--- src/rtl/pll_seq_pkg.sv ---
// Shared types and helpers for the PLL lock sequencer.
package pll_seq_pkg;

  typedef enum logic [2:0] {
    ST_RST_HOLD,
    ST_WAIT_LOCK,
    ST_STABLE,
    ST_RUN,
    ST_FAIL
  } seq_state_e;

  // Width of the shared down-counter; max+1 keeps an exact power of two loadable.
  function automatic int unsigned cnt_width(input int unsigned a,
                                            input int unsigned b,
                                            input int unsigned c);
    int unsigned m;
    m = a;
    if (b > m) m = b;
    if (c > m) m = c;
    return (m < 2) ? 1 : $clog2(m + 1);
  endfunction

endpackage

--- src/rtl/sync_2ff.sv ---
// Two-flop synchronizer for a single asynchronous level signal.
module sync_2ff #(
  parameter bit RST_VAL = 1'b0
) (
  input  logic clk,
  input  logic rst,
  input  logic d_i,
  output logic q_o
);
  logic meta_q;
  logic sync_q;

  always_ff @(posedge clk or posedge rst) begin
    if (rst) begin
      meta_q <= RST_VAL;
      sync_q <= RST_VAL;
    end else begin
      meta_q <= d_i;
      sync_q <= meta_q;
    end
  end

  assign q_o = sync_q;
endmodule

--- src/rtl/pll_lock_sequencer.sv ---
// Brings up a PLL: pulses its reset, waits for a stable lock, then releases the system
// reset; retries on timeout and parks in FAIL after MAX_RETRIES failed attempts.
module pll_lock_sequencer
  import pll_seq_pkg::*;
#(
  parameter int unsigned RST_HOLD_CYCLES = 27,
  parameter int unsigned LOCK_TIMEOUT    = 27000,
  parameter int unsigned LOCK_STABLE     = 270,
  parameter int unsigned MAX_RETRIES     = 3
) (
  input  logic       clkin,
  input  logic       reset,
  input  logic       pll_lock,
  input  logic       relock_req,
  output logic       pll_reset,
  output logic       sys_reset,
  output logic       ready,
  output logic       fail,
  output logic [1:0] retry_count
);
  localparam int unsigned CW = cnt_width(RST_HOLD_CYCLES, LOCK_TIMEOUT, LOCK_STABLE);
  localparam logic [CW-1:0] CNT_HOLD    = CW'(RST_HOLD_CYCLES);
  localparam logic [CW-1:0] CNT_TIMEOUT = CW'(LOCK_TIMEOUT);
  localparam logic [CW-1:0] CNT_STABLE  = CW'(LOCK_STABLE);
  localparam logic [CW-1:0] CNT_ONE     = CW'(1);
  localparam logic [1:0]    RETRY_MAX   = 2'(MAX_RETRIES);

  logic          lock_s;
  seq_state_e    state_q, state_d;
  logic [CW-1:0] cnt_q, cnt_d;
  logic [1:0]    retry_q, retry_d;
  logic          pll_reset_q, sys_reset_q, ready_q, fail_q;
  logic          last;
  logic [1:0]    retry_inc;

  sync_2ff #(.RST_VAL(1'b0)) u_lock_sync (
    .clk (clkin),
    .rst (reset),
    .d_i (pll_lock),
    .q_o (lock_s)
  );

  // cnt reaching 1 marks the final cycle of the current phase.
  assign last      = (cnt_q == CNT_ONE);
  assign retry_inc = retry_q + 2'd1;

  always_comb begin
    state_d = state_q;
    cnt_d   = cnt_q;
    retry_d = retry_q;
    if (relock_req) begin
      state_d = ST_RST_HOLD;
      cnt_d   = CNT_HOLD;
      retry_d = 2'd0;
    end else begin
      case (state_q)
        ST_RST_HOLD: begin
          if (last) begin
            state_d = ST_WAIT_LOCK;
            cnt_d   = CNT_TIMEOUT;
          end else begin
            cnt_d = cnt_q - CNT_ONE;
          end
        end
        ST_WAIT_LOCK: begin
          if (lock_s) begin
            state_d = ST_STABLE;
            cnt_d   = CNT_STABLE;
          end else if (last) begin
            retry_d = retry_inc;
            if (retry_inc == RETRY_MAX) begin
              state_d = ST_FAIL;
            end else begin
              state_d = ST_RST_HOLD;
              cnt_d   = CNT_HOLD;
            end
          end else begin
            cnt_d = cnt_q - CNT_ONE;
          end
        end
        ST_STABLE: begin
          if (!lock_s) begin
            state_d = ST_WAIT_LOCK;
            cnt_d   = CNT_TIMEOUT;
          end else if (last) begin
            state_d = ST_RUN;
            retry_d = 2'd0;
          end else begin
            cnt_d = cnt_q - CNT_ONE;
          end
        end
        ST_RUN: begin
          if (!lock_s) begin
            state_d = ST_RST_HOLD;
            cnt_d   = CNT_HOLD;
          end
        end
        ST_FAIL: begin
          state_d = ST_FAIL;
        end
        default: begin
          state_d = ST_RST_HOLD;
          cnt_d   = CNT_HOLD;
        end
      endcase
    end
  end

  // Outputs are decoded from the next state so they change on the same edge as the state.
  always_ff @(posedge clkin or posedge reset) begin
    if (reset) begin
      state_q     <= ST_RST_HOLD;
      cnt_q       <= CNT_HOLD;
      retry_q     <= 2'd0;
      pll_reset_q <= 1'b1;
      sys_reset_q <= 1'b1;
      ready_q     <= 1'b0;
      fail_q      <= 1'b0;
    end else begin
      state_q     <= state_d;
      cnt_q       <= cnt_d;
      retry_q     <= retry_d;
      pll_reset_q <= (state_d == ST_RST_HOLD) || (state_d == ST_FAIL);
      sys_reset_q <= (state_d != ST_RUN);
      ready_q     <= (state_d == ST_RUN);
      fail_q      <= (state_d == ST_FAIL);
    end
  end

  assign pll_reset   = pll_reset_q;
  assign sys_reset   = sys_reset_q;
  assign ready       = ready_q;
  assign fail        = fail_q;
  assign retry_count = retry_q;
endmodule

--- config.mk ---
export PLATFORM = sky130hd
export DESIGN_NAME = pll_lock_sequencer
export DESIGN_NICKNAME = d
export VERILOG_FILES = /design/src/rtl/pll_seq_pkg.sv /design/src/rtl/sync_2ff.sv /design/src/rtl/pll_lock_sequencer.sv
export SDC_FILE = /design/constraint.sdc
export NUM_CORES = 1
export LEC_CHECK = 0
export BUFFER_PORTS_ARGS = -buffer_cell sky130_fd_sc_hd__clkbuf_2
export CAP_MARGIN = 15
export CORE_ASPECT_RATIO = 0.75
export CORE_UTILIZATION = 26
export DETAILED_ROUTE_END_ITERATION = 8
export PLACE_DENSITY_LB_ADDON = 0.25
export SLEW_MARGIN = 40
export SYNTH_ARGS = -nofsm -noshare
export SYNTH_HDL_FRONTEND = slang
export SYNTH_SLANG_ARGS = --single-unit
--- constraint.sdc ---
create_clock -name clkin -period 2.5 [get_ports clkin]
set_clock_uncertainty 0.15 [all_clocks]
set_input_delay 0.375 -clock clkin [delete_from_list [all_inputs] [get_ports clkin]]
set_output_delay 0.375 -clock clkin [all_outputs]
set_load 0.05 [all_outputs]
==> impl_metrics.toml, run 1 <==
[outcome]
status = "completed"

[drt]
drtIter0Drc = 96
via_count = 1418
drc = 0
wl_met1_mm = 2.21
wirelength_mm = 4.17
viasPerCell = 5.06
routedWlPerCell_um = 14.9
first_pass_iters = 4
ant_nets = 0
wl_met3_um = 198
routed.top_layer = "met4"
met2RoutedLength_mm = 1.73

[logic_synthesis]
synth_seq_cells = 26
synthCells = 177
synth.distinct_cells = 44
synth_top_area_share_pct = 31.3
yosys.area.top_type = "dfrtp_1"
synth_nets = 184
syn_area_um2 = 1600
yosysSeqAreaShare_pct = 41.2
synth_edf_count = 0
yosys_warnings = 0
synth_async_sr_flop_share_pct = 100
syn_avg_cell_area_um2 = 9.03
ys.flop_type = "dfrtp_1"
synthTopCellsByArea = "dfrtp_1 31%, dfstp_2 9.9%, o21ai_0 6.3%"

[min_path]
holdCritPathClass = "primary input to flip-flop"

[floorplanning]
dieArea_um2 = 6470
die_h_um = 69.9
io_pins = 10
start_util_pct = 27.3
core-area_um2 = 5860
rows = 24
fp.dieW_um = 92.5

[timing]
fin_ws_ns = 0.117
post-route-min-period_ns = 2.38
max_slew_margin_pct = 66.0
fmax_mhz = 420
worst_pin_slew_ns = 0.505
fin_crit_sh_pct = 95.3
fin_tns_setup_ns = 0
finalSetupViolations = 0
rsz0062_at_grt = "true"
final-hold-violation-count = 0
final_max_slew_viol_count = 0

[clock_network]
clk-insertion-delay-late_ns = 0.27
htreeDepth = 1
clk_pin_slew_worst_paths_ns = 0.10
cts-root-buf = "clkbuf_8"
cts_buffers = 3
clockBufferDepth = 2
cts_tree = "done"
cts.sinks = 26

[power]
pwr-share-seq_pct = 57.6
clock_power_share_pct = 32.2
switching_share_pct = 25.3
peakVddDrop_mv = 0.240
p_int_mw = 0.582
comb_power_share_pct = 10.2
leakagePower_nw = 0.795
power.switching_mw = 0.198
p_per_area_nw_per_um2 = 406
power_mw = 0.780

[finish]
drive_gt1_share_pct = 23.8
fin_nets = 210
final_util_pct = 32.8
areaGrowthSynthToFinish_pct = 20.2
final_common_cell = "buf_4"
antenna_cells = 0
mostFrequentLayoutCells = "21 x buf_4, 20 x dfrtp_1, 19 x o21ai_0"

[critical_path]
critPathMaxFanout = 6
start_kind = "flip-flop"
critPathCaptureType = "flip-flop"
crit_chain = "buf_4, or4_1, nor4b_2, inv_1, o41ai_1, a21oi_1, a211o_1"
crit_required_ns = 2.51
worst_path_max_delay_cell = "or4_1"
path_buf_inv = 2
path_class = "flip-flop to flip-flop"
cpPeakStageDelay_ns = 0.59
arrival_ns = 2.40
path_delay_family = "simple AND/OR/NAND/NOR gates"

[placement]
gp_congestion = 0.821
io_buffers = 9
place_ws_ns = 0.00622
dpl.hpwl_mm = 3.10

[global_route]
grt_pass1_wl_mm = 6.97
grt_overflow = 0
track_usage_pct = 13.9
grt_pass1_vias = 1320
antenna_found_initial = 0
grt_max_degree = 27

[flow_run]
drv_cap = 0
-- state kept, by name (all words and copies together) (netlist names) --
name                flops
cnt_q                  15
state_q                 3
retry_count             2
fail                    1
pll_reset               1
ready                   1
sys_reset               1
u_lock_sync.meta_q      1
u_lock_sync.q_o         1
-- power groups by stage --
stage	Sequential [mW]	Combinational [mW]	Clock [mW]
floorplan	0.452	0.0491	0
global placement	0.456	0.0760	0
detailed placement	0.456	0.0764	0
CTS	0.448	0.0780	0.269
global route	0.451	0.0900	0.280
finish	0.449	0.0797	0.251
-- cell families after synthesis --
group	count (synthesis)	synth area share (%)
compound gates	55	22.6
xor+xnor	3	1.64
fa+ha+maj	3	2.35
buf+inv	18	4.78
flops	26	41.2
simple gates	72	27.5
-- worst paths after layout --
kind	from	to	slack [ns]	cells after the start
hold / removal	pll_lock	u_lock_sync.meta_q	0.05	1
max in group asynchronous	reset	cnt_q[0]	1.36	4
setup / recovery	cnt_q[0]	cnt_q[13]	0.12	7
setup reg to reg	cnt_q[0]	cnt_q[13]	0.12	7
hold reg to reg	u_lock_sync.meta_q	u_lock_sync.q_o	0.21	0
min in group asynchronous	reset	ready	0.53	4
-- synthesized netlist by cell type (all sizes together) (2+ instances only) --
cell type,n
a211o,4
nor3b,3
nor4b,2
or3,4
nand2b,4
a22oi,2
and3b,2
o32a,3
and2,2
nor4,7
a31oi,2
o211ai,2
nor2b,3
xor2,2
nand3,2
o21ai,20
ha,3
clkbuf,8
a21oi,9
nand2,15
nor3,6
inv,8
nand4,2
dfrtp,20
a41oi,2
nor2,16
o31ai,4
dfstp,6
buf,2
-- timing repair --
action                     in CTS  in global routing
setup endpoints to repair       0                  6
hold endpoints to repair       20                  0
hold buffers                    1                  0
setup buffers                   0                  1
resized for setup               0                  2
-- final cells by class --
cell class                 instances  area, um^2
fill                             614        3940
tap                               78        97.6
sequential                        26         658
inverter                           8        30.0
clock buffer                       4        45.0
multi-input combinational        133         877
timing repair buffer              31         213
-- through the flow --
| stage | hold slack (ns) | std cells | cell area, um^2 |
|---|---|---|---|
| after floorplan | 0.181 | 177 | 1600 |
| after global placement | 0.184 | 274 | 1840 |
| after detailed placement | 0.187 | 274 | 1840 |
| after CTS | 0.0391 | 279 | 1900 |
| after global routing | 0.0361 | 280 | 1920 |
| final | 0.0501 | 280 | 1920 |
-- routing by layer --
layer	track usage (%)	vias up
met5	0	-
li1	-	712
met4	2.08	0
met1	22.0	664
met2	19.5	40
met3	2.61	2
Power figures use the tool's default switching activity.
==> run 2, diff against run 1 <==
- CORE_UTILIZATION: 26 -> 40
- SYNTH_HIERARCHICAL: default -> 1
==> impl_metrics.toml, run 2 <==
[outcome]
status = "completed"

[logic_synthesis]
synth_edf_count = 0
synthCells = 170
synth_top_area_share_pct = 31.6
syn_area_um2 = 1580
yosys.area.top_type = "dfrtp_1"
synth_nets = 177
yosys_warnings = 6
synth_seq_cells = 26
synth_commonest_cells = "20 x dfrtp_1, 20 x nor2_1, 12 x nand2_1"
yosysSeqAreaShare_pct = 41.5
synthTopCellsByArea = "dfrtp_1 32%, dfstp_2 10%, nor2_1 4.7%"
syn_avg_cell_area_um2 = 9.32
synth.distinct_cells = 53
ys.flop_type = "dfrtp_1"
synth_async_sr_flop_share_pct = 100

[critical_path]
rr_startpoint = "cnt_q[2]"
arrival_ns = 2.37
critPathCaptureType = "flip-flop"
start_kind = "flip-flop"
critPathMaxFanout = 9
cp-startpoint = "cnt_q[2]"
crit_required_ns = 2.51
path_class = "flip-flop to flip-flop"

[drt]
first_pass_iters = 4
ant_nets = 0
drtIter0Drc = 137
routedWlPerCell_um = 17.1
via_count = 1427
drc = 0
wirelength_mm = 4.03
viasPerCell = 6.05

[placement]
gp_congestion = 0.928
io_buffers = 9
dpl.hpwl_mm = 3.09

[finish]
final_util_pct = 47.9
drive_gt1_share_pct = 22.8
fin_nets = 192
multi_input_area_um2 = 857
fillers = 349
regArea_um2 = 658
areaGrowthSynthToFinish_pct = 12.9
largest_reg_flops = 15
mostFrequentLayoutCells = "20 x dfrtp_1, 19 x nor2_1, 12 x nand2_1"
top_register = "cnt_q"
final_common_cell = "dfrtp_1"
antenna_cells = 0

[global_route]
track_usage_pct = 21.7
grt_max_degree = 25
grt_overflow = 0
antenna_found_initial = 0
grt_pass1_wl_mm = 6.87
grt_pass1_vias = 1393

[floorplanning]
fp.dieW_um = 74.7
die_h_um = 56.5
dieArea_um2 = 4220
io_pins = 10
rows = 19
core-area_um2 = 3730
start_util_pct = 42.4

[min_path]
holdCritPathClass = "primary input to flip-flop"
hp-start = "pll_lock"

[timing]
max_slew_margin_pct = 65.7
fin_tns_setup_ns = 0
rsz0062_at_grt = "false"
finalSetupViolations = 0
post-route-min-period_ns = 2.36
fin_crit_sh_pct = 94.3
worst_pin_slew_ns = 0.513
fmax_mhz = 424
final_max_slew_viol_count = 0
final-hold-violation-count = 0

[clock_network]
htreeDepth = 1
cts_setup_buffers = 0
cts_buffers = 3
cts.sinks = 26
clk-insertion-delay-late_ns = 0.27
cts_tree = "done"
clk_pin_slew_worst_paths_ns = 0.09
cts-root-buf = "clkbuf_8"
clockBufferDepth = 2

[power]
leakagePower_nw = 0.728
peakVddDrop_mv = 0.257
p_per_area_nw_per_um2 = 434

[flow_run]
drv_cap = 0
run 2: routing by layer:
metal	share of wire, %	global-route usage [%]
met1	47	33.6
met3	7.8	5.03
met4	0.99	6.74
met2	44	29.3
met5	0	0
run 2: report_power, final:
group          internal (mW)  switching, mW
clock                  0.141          0.130
sequential             0.431        0.00855
combinational         0.0232         0.0414
run 2: path summary, 6_finish.rpt:
path,slack (ns),endpoint,depth (start not counted)
setup / recovery,0.14,cnt_q[6],6
hold / removal,0.05,u_lock_sync/meta_q,1
setup reg to reg,0.14,cnt_q[6],6
hold reg to reg,0.23,u_lock_sync/q_o,0
max in group asynchronous,1.38,sys_reset,4
min in group asynchronous,0.33,u_lock_sync/meta_q,3
run 2: repair_timing:
| item | in CTS | in global routing |
|---|---|---|
| hold buffers | 1 | 0 |
| hold endpoints to repair | 20 | 0 |
| resized for setup | 0 | 4 |
| endpoints found under the setup margin | 0 | 10 |
run 2: final cells by class:
cell class / instances / area share (%)
well taps: 52 / 3.64
multi-input cells: 126 / 47.9
clock buffers: 4 / 3.08
repair buffers: 18 / 6.44
flip-flops and latches: 26 / 36.8
inverters: 10 / 2.10
run 2: per-stage QoR:
stage | setup WS, ns | hold slack (ns) | area, um^2 | power, mW | cells
after detailed placement | 0.0718 | 0.0822 | 1710 | 0.509 | 231
after floorplan | 0.332 | -0.0338 | 1580 | 0.486 | 170
after CTS | 0.0660 | 0.0445 | 1780 | 0.783 | 236
after global placement | 0.154 | 0.0684 | 1710 | 0.504 | 231
after global routing | 0.0223 | 0.0412 | 1790 | 0.807 | 236
final | 0.142 | 0.0511 | 1790 | 0.776 | 236
run 2: cell families after synthesis:
group / count (synthesis) / synth area share, %
fa+ha+maj: 3 / 2.37
xor+xnor: 3 / 1.66
compound gates: 55 / 26.8
flops: 26 / 41.5
simple gates: 65 / 22.7
buf+inv: 18 / 4.98
run 2: critical path, stage by stage, from the launching register on:
cell and delay [ns]:
dfrtp_1 0.44, nor2_1 0.30, nand3_2 0.29, o311ai_2 0.46, nor2_2 0.18, o311a_1 0.16
a221o_1 0.27
==> run 3, diff against run 2 <==
- ABC_AREA: default -> 1
==> impl_metrics.toml, run 3 <==
[min_path]
worstHoldPathCells = 1
holdCritPathClass = "primary input to flip-flop"
worstHoldEndpoint = "u_lock_sync/meta_q"
hp-start = "pll_lock"

[floorplanning]
rows = 20
start_util_pct = 43.2
dieArea_um2 = 4790
die_h_um = 60.2
core-area_um2 = 4180
io_pins = 10
fp.dieW_um = 79.6

[finish]
drive_gt1_share_pct = 23.2
top_register = "cnt_q"
mostFrequentLayoutCells = "61 x nand2_1, 38 x inv_1, 27 x nor2_1"
largest_reg_flops = 15
final_common_cell = "nand2_1"
fin_nets = 271
areaGrowthSynthToFinish_pct = 10.4
antenna_cells = 0

[critical_path]
path_class = "flip-flop to flip-flop"
start_kind = "flip-flop"
crit_chain = "inv_1, ha_1, nand2_2, nor2_2, nand2_2, nand2_2, nand2_2, nand3_4, nand2_4, o21ai_0, nand2_1, inv_1"
worst_path_max_delay_cell = "dfstp_2"
cpPeakStageDelay_ns = 0.53
r2r_cells = 12
critPathMaxFanout = 16
crit_required_ns = 2.53
r2r_slack_ns = 0.48
rr_startpoint = "cnt_q[1]"
arrival_ns = 2.05
rr_endpoint = "cnt_q[7]"
critPathCaptureType = "flip-flop"
cp_common_cell = "nand2_2"

[global_route]
track_usage_pct = 18.9
antenna_found_initial = 0
grt_overflow = 0
grt_pass1_vias = 1449
grt_max_degree = 25
grt_pass1_wl_mm = 6.81

[drt]
wl_met1_mm = 2.20
viasPerCell = 4.91
wl_met3_um = 156
ant_nets = 0
routedWlPerCell_um = 12.6
first_pass_iters = 4
drc = 0
met2RoutedLength_mm = 1.63
drtIter0Drc = 118
wirelength_mm = 4.00
routed.top_layer = "met4"
via_count = 1562

[clock_network]
cts-root-buf = "clkbuf_8"
cts_setup_buffers = 0
htreeDepth = 1
cts.repair.resized = 0
cts.sinks = 26
clk_pin_slew_worst_paths_ns = 0.10
clk-insertion-delay-late_ns = 0.28
cts_buffers = 3
clockBufferDepth = 2
cts_tree = "done"

[logic_synthesis]
yosysMostFrequentCell = "nand2_1"
synthTopCellsByArea = "dfrtp_1 28%, nand2_1 13%, dfstp_2 8.7%"
synth_top_area_share_pct = 27.7
syn_avg_cell_area_um2 = 7.23
synth.distinct_cells = 30
synth-simple-area-share_pct = 36.9
synth_seq_cells = 26
synth_nets = 257
synth_edf_count = 0
synth_commonest_cells = "61 x nand2_1, 38 x inv_1, 27 x nor2_1"
synth_async_sr_flop_share_pct = 100
ys.flop_type = "dfrtp_1"
yosys-mux-area-fraction_pct = 0
yosysSeqAreaShare_pct = 36.4
yosys_warnings = 6
synth_top_family_by_area = "simple AND/OR/NAND/NOR gates"
synthCells = 250
syn_area_um2 = 1810
synth_compound_area_share_pct = 12.3
synth_fa_ha_area_share_pct = 2.08
synth_xor_area_share_pct = 2.91
yosys.area.top_type = "dfrtp_1"

[placement]
dpl.hpwl_mm = 3.17
io_buffers = 9
gp_congestion = 0.872

[outcome]
status = "completed"

[timing]
rsz0062_at_grt = "false"
post-route-min-period_ns = 2.02
worst_pin_slew_ns = 0.330
final-hold-violation-count = 0
finalSetupViolations = 0
final_max_slew_viol_count = 0
max_slew_margin_pct = 78.0
fin_crit_sh_pct = 80.8
fmax_mhz = 495
fin_tns_setup_ns = 0

[power]
p_per_area_nw_per_um2 = 450
peakVddDrop_mv = 0.211
leakagePower_nw = 1.06
power_mw = 0.897

[flow_run]
drv_cap = 0
run 3: cells by family (layout without fill, tap and decap cells):
family | Yosys count | in the layout
buffers and inverters | 43 | 56
XOR/XNOR | 6 | 6
adder cells (fa/ha/maj) | 3 | 3
AND/OR/NAND/NOR | 135 | 135
flip-flops | 26 | 26
AO/OA/AOI/OAI | 37 | 37
run 3: worst max path at each step:
stage                   start        end  cells after the start  slack [ns]
3_5_place_dp         cnt_q[1]   cnt_q[7]                     12        0.50
5_1_grt              cnt_q[1]  cnt_q[10]                     12        0.33
3_3_place_gp         cnt_q[1]   cnt_q[7]                     12        0.55
2_1_floorplan  retry_count[1]   cnt_q[5]                      9        0.69
4_1_cts              cnt_q[1]   cnt_q[7]                     12        0.48
6_report             cnt_q[1]   cnt_q[7]                     12        0.48
run 3: stage by stage:
stage / cell area (um^2) / setup WS, ns / utilization [%] / hold slack (ns) / cells
2_1_floorplan: 1810 / 0.694 / - / -0.0338 / 250
3_3_place_gp: 1910 / 0.550 / 45.8 / 0.0711 / 313
3_5_place_dp: 1910 / 0.498 / 45.8 / 0.0725 / 313
4_1_cts: 1990 / 0.478 / 47.7 / 0.0413 / 318
5_1_grt: 1990 / 0.335 / 47.7 / 0.0282 / 318
6_report: 1990 / 0.480 / 47.7 / 0.0461 / 318
run 3: worst max-delay path: cells and delay by family (launching register included):
family	cells	cell delay, ns
and+or+nand+nor	8	0.74
DFF	1	0.53
AOI/OAI and AO/OA	1	0.15
adders and majority gates	1	0.23
buffers and inverters	2	0.13
run 3: layer usage:
layer	vias up	track usage, %
met5	-	0
met3	2	3.66
met1	724	27.7
li1	813	-
met4	0	3.12
met2	23	29.1
run 3: layout make-up:
cell class | count | area (um^2)
clock buffer | 3 | 41.3
clock inverter | 1 | 30.0
inverter | 41 | 155
fill | 425 | 2180
sequential | 26 | 658
tap | 55 | 68.8
multi-input combinational | 181 | 978
timing repair buffer | 11 | 62.6
run 3: repair_timing:
item,in CTS,in global routing
hold buffers,1,0
setup endpoints to repair,0,0
hold endpoints to repair,20,0
run 3: power by group:
| group | internal [mW] | switching [mW] | total, mW |
|---|---|---|---|
| Sequential | 0.435 | 0.00932 | 0.444 |
| Combinational | 0.0287 | 0.0714 | 0.100 |
| Clock | 0.214 | 0.138 | 0.352 |
